--- src/rtl/operand_sequencer.sv ---
// Operand sequencer for an external ripple adder.
// Strobes in A and B, holds them for the settle time, then captures the sum and flags.
module operand_sequencer #(
  parameter int WIDTH         = 8,
  parameter int SETTLE_CYCLES = 4
) (
  input  logic             clk,
  input  logic             rst_n,
  input  logic [WIDTH-1:0] din,
  input  logic             load_stb,
  input  logic             chain,
  input  logic             cin,
  input  logic             start,
  output logic [WIDTH-1:0] add_a,
  output logic [WIDTH-1:0] add_b,
  output logic             add_ci,
  input  logic [WIDTH-1:0] add_s,
  input  logic             add_co,
  output logic [WIDTH-1:0] result,
  output logic             carry_out,
  output logic             ovf,
  output logic             zero,
  output logic             busy,
  output logic             done,
  output logic [7:0]       op_count
);

  localparam int MSB = WIDTH - 1;

  typedef enum logic [1:0] {
    IDLE,
    GOT_A,
    READY,
    SETTLE
  } state_t;

  state_t     state;
  logic [3:0] cnt;

  assign zero = (result == '0);

  always_ff @(posedge clk or negedge rst_n) begin
    if (!rst_n) begin
      state     <= IDLE;
      cnt       <= '0;
      add_a     <= '0;
      add_b     <= '0;
      add_ci    <= 1'b0;
      result    <= '0;
      carry_out <= 1'b0;
      ovf       <= 1'b0;
      busy      <= 1'b0;
      done      <= 1'b0;
      op_count  <= '0;
    end else begin
      done <= 1'b0;
      unique case (state)
        IDLE: begin
          if (load_stb) begin
            add_a <= chain ? result : din;
            state <= GOT_A;
          end
        end
        GOT_A: begin
          if (load_stb) begin
            add_b  <= din;
            add_ci <= cin;
            state  <= READY;
          end
        end
        READY: begin
          // start takes priority; a late load_stb never disturbs held operands
          if (start) begin
            cnt   <= 4'(SETTLE_CYCLES - 1);
            busy  <= 1'b1;
            state <= SETTLE;
          end
        end
        SETTLE: begin
          if (cnt != '0) begin
            cnt <= cnt - 4'd1;
          end else begin
            result    <= add_s;
            carry_out <= add_co;
            ovf       <= (add_a[MSB] == add_b[MSB]) &&
                         (add_s[MSB] != add_a[MSB]);
            op_count  <= op_count + 8'd1;
            done      <= 1'b1;
            busy      <= 1'b0;
            state     <= IDLE;
          end
        end
      endcase
    end
  end

endmodule

--- config.mk ---
export PLATFORM = sky130hd
export DESIGN_NAME = operand_sequencer
export DESIGN_NICKNAME = d
export VERILOG_FILES = /design/src/rtl/operand_sequencer.sv
export SDC_FILE = /design/constraint.sdc
export NUM_CORES = 1
export LEC_CHECK = 0
export ABC_AREA = 0
export ABC_CLOCK_PERIOD_IN_PS = 2500
export CAP_MARGIN = 20
export CORE_MARGIN = 10
export CORE_UTILIZATION = 35
export CTS_BUF_LIST = sky130_fd_sc_hd__clkbuf_2
export CTS_CLUSTER_SIZE = 20
export DETAILED_ROUTE_END_ITERATION = 8
export GPL_TIMING_DRIVEN = 0
export PLACE_DENSITY = 0.72
export SLEW_MARGIN = 5
export SYNTH_ARGS = -nofsm -noshare
export SYNTH_HDL_FRONTEND = slang
export SYNTH_SLANG_ARGS = --single-unit
--- constraint.sdc ---
create_clock -name clk -period 2.5 [get_ports clk]
set_clock_uncertainty 0.05 [all_clocks]
set_input_delay 0.625 -clock clk [delete_from_list [all_inputs] [get_ports clk]]
set_output_delay 0.625 -clock clk [all_outputs]
set_load 0.01 [all_outputs]
==> out/metrics.yaml <==
cts:
  cts_tree: "yes"
  numClockSinks: 43
  clock_latency_ns: 0.41
  numCtsBuffers: 5
  htree_num_levels: 2
  root_buffer: "clkbuf_2"
  clkTransAtPathRegs_ns: 0.23
  cts.path.max_buffers: 2
power_and_ir_drop:
  vdd_drop_max_mv: 0.403
  pwr-share-clk: 0.161
  switching_share: 0.336
  internal-power_mw: 2.07
  power_frac_seq: 0.377
  power_density_nw_per_um2: 1120
  power_frac_comb: 0.461
  total_leakage_power_nw: 1.25
  p_sw_mw: 1.05
sta:
  fin_crit_ns: 2.33
  setup_viol: 0
  worst_pin_slew_ns: 0.620
  hold_violations: 0
  final.period_utilization: 0.932
  fmax_mhz: 429
  rsz0062_at_grt: "false"
  slew_headroom: 0.587
  worst_hold_slack_ns: 0.0779
  drv_slew: 0
  worst_slack_ns: 0.169
drt:
  final_antenna_net_count: 0
  routed_wl_um: 4640
  viasPerCell: 4.83
  route.detailed.drc: 0
  drtPass1Iterations: 4
  post_drt_wl_per_cell_um: 15.2
  vias: 1477
  drt_iter0_drc: 36
setup_path:
  cp.required_ns: 1.82
  start_kind: "register"
  end_kind: "output port"
  arrival_ns: 1.66
  worst-path-buf-inv: 1
  crit_chain: "or4_1 > nor2_1 > clkbuf_2"
  slowest_stage: "or4_1"
  worstSetupPathType: "reg -> out"
  cp_top_family: "simple AND/OR/NAND/NOR gates"
  slowest_delay_ns: 0.55
  worstPathMaxFanout: 2
synth:
  seq_area_frac_synth: 0.544
  synth_top_family_by_area: "multiplexers"
  synth_seq_cells: 43
  synth_edf_count: 0
  synth_xor_area_frac: 0.0310
  synth_fp_nets: 194
  avgSynthCellArea_sq_um: 12.1
  synth_ff_type: "dfrtp_1"
  syn-cell-area_sq_um: 1980
  synth-adder-area-share: 0.0506
  synth_cell_types: 33
  yosys.area_share.simple: 0.110
  muxShareOfSynthArea: 0.171
  synth_compound_area_frac: 0.0626
  yosysWarnings: 0
  postSynthCellCount: 163
  ys_async_sr_fraction: 1.00
place:
  io_buffers: 59
  dpl.hpwl_um: 3530
  post-place-cells: 295
  place_worst_setup_slack_ns: 0.203
  placed_area_sq_um: 2670
  gp_congestion: 0.768
grt:
  grt_util_all_layers: 0.105
  grt_pass1_vias: 1436
  grt_max_degree: 25
  antenna_found_initial: 0
  grt_remaining_overflow: 0
  grt_pass1_wl_um: 7470
flow_run:
  cap_violations: 0
layout:
  n_antenna_cell: 0
  multiInputGateArea_sq_um: 841
  final_common_cell: "clkdlybuf4s50_1"
  fillers: 502
  fin_cells: 306
  layout_common_cells: "57 x clkdlybuf4s50_1, 43 x dfrtp_1, 18 x mux2_2, 16 x nor2_1, 11 x a21oi_1"
  layout.area.seq_sq_um: 1080
  post-route-util: 0.505
  drive_gt1_frac: 0.162
  syn2layout_area_growth_pct: 40.6
  finalNetCount: 264
  fin_area_sq_um: 2780
floorplan:
  coreArea_sq_um: 5510
  chipWidth_um: 95.2
  dieHeight_um: 95.2
  start_util: 0.359
  boundaryPins: 61
  rows: 27
  die_area_sq_um: 9060
outcome:
  status: "complete, no violations"
min_path:
  hp-class: "in -> async"
==> cell type report <==
type	count	share of cell area
Inverter	4	0.00540
Multi-Input combinational cell	109	0.302
Clock inverter	2	0.0216
Clock buffer	6	0.0108
Buffer	7	0.0166
Timing Repair Buffer	63	0.224
Sequential cell	43	0.387
Tap cell	72	0.0324
==> routing by layer <==
metal  global-route usage  up-vias  routed length (um)
li1                     -      716                   -
met1                0.126      712                2050
met2                0.167       43                2080
met3               0.0322        6                 438
met4               0.0486        0                  73
met5                    0        -                   0
==> final timing paths <==
path / start / end / slack [ns] / cells after the start
worst max-delay path: result[2]$_DFFE_PN0P_ / zero / 0.17 / 3
max in group asynchronous: rst_n / cnt[0]$_DFFE_PN0P_ / 1.82 / 2
worst min register to register: op_count[7]$_DFFE_PN0P_ / op_count[7]$_DFFE_PN0P_ / 0.43 / 1
min in group clk: op_count[7]$_DFFE_PN0P_ / op_count[7]$_DFFE_PN0P_ / 0.43 / 1
worst max register to register: cnt[0]$_DFFE_PN0P_ / state[1]$_DFFE_PN0P_ / 0.54 / 6
worst min-delay path: rst_n / add_b[4]$_DFFE_PN0P_ / 0.08 / 1
==> state kept, by name, summed over array words and instances, names as in the netlist <==
register	count
busy	1
cnt	4
add_ci	1
carry_out	1
ovf	1
add_a	8
done	1
state	2
op_count	8
result	8
add_b	8
==> what timing repair did <==
| item | CTS | global route |
|---|---|---|
| endpoints found under the setup margin | 1 | 1 |
| hold buffers | 0 | 0 |
| buffers inserted | 2 | 1 |
| hold endpoints to repair | 0 | 0 |
| gates resized for setup | 1 | 2 |
==> worst reg2reg max path, cell delays in order, from the launching register on <==
cell and delay, ns:
dfrtp_1 0.45, inv_1 0.12, ha_1 0.23, or3b_1 0.35, buf_2 0.17, a21oi_2 0.18, mux2_1 0.33
==> logic make-up (layout without fill, tap and decap cells) <==
| kind of cell | after synthesis | count (layout) |
|---|---|---|
| adder cells (fa/ha/maj) | 8 | 8 |
| buffers and inverters | 11 | 82 |
| AO/OA/AOI/OAI | 22 | 22 |
| flip-flops | 43 | 43 |
| AND/OR/NAND/NOR | 41 | 41 |
| multiplexers | 31 | 31 |
| XOR/XNOR | 7 | 7 |
==> cell usage after synthesis, types with 2 or more instances <==
library cell  count  area [sq um]
o21ai_0           5          25.0
xnor2_1           6          52.6
ha_1              8           100
nand2_1           4          15.0
buf_6             2          22.5
mux2_1            4          45.0
nor3b_1           2          15.0
inv_1             4          15.0
mux2i_1           9          90.1
nor2_1           16          60.1
clkbuf_1          3          11.3
nand4_1           2          12.5
mux2_2           18           203
a21oi_1          11          55.1
or4_1             2          15.0
a22oi_1           2          15.0
dfrtp_1          43          1080
o21ai_1           2          10.0
nand3_1           6          30.0
==> stage by stage <==
stage | setup TNS (ns) | total power [mW]
after floorplan | 0 | 1.89
after global placement | -19.11 | 2.60
after detailed placement | 0 | 2.64
after CTS | 0 | 3.15
after global routing | 0 | 3.35
final | 0 | 3.12
==> power groups by stage <==
stage               registers (mW)  clock network, mW  logic (mW)
floorplan                     1.28                  0       0.613
global placement              1.19                  0        1.41
detailed placement            1.20                  0        1.44
CTS                           1.18              0.515        1.46
global route                  1.22              0.545        1.58
finish                        1.18              0.503        1.44
Power figures use the tool's default switching activity.
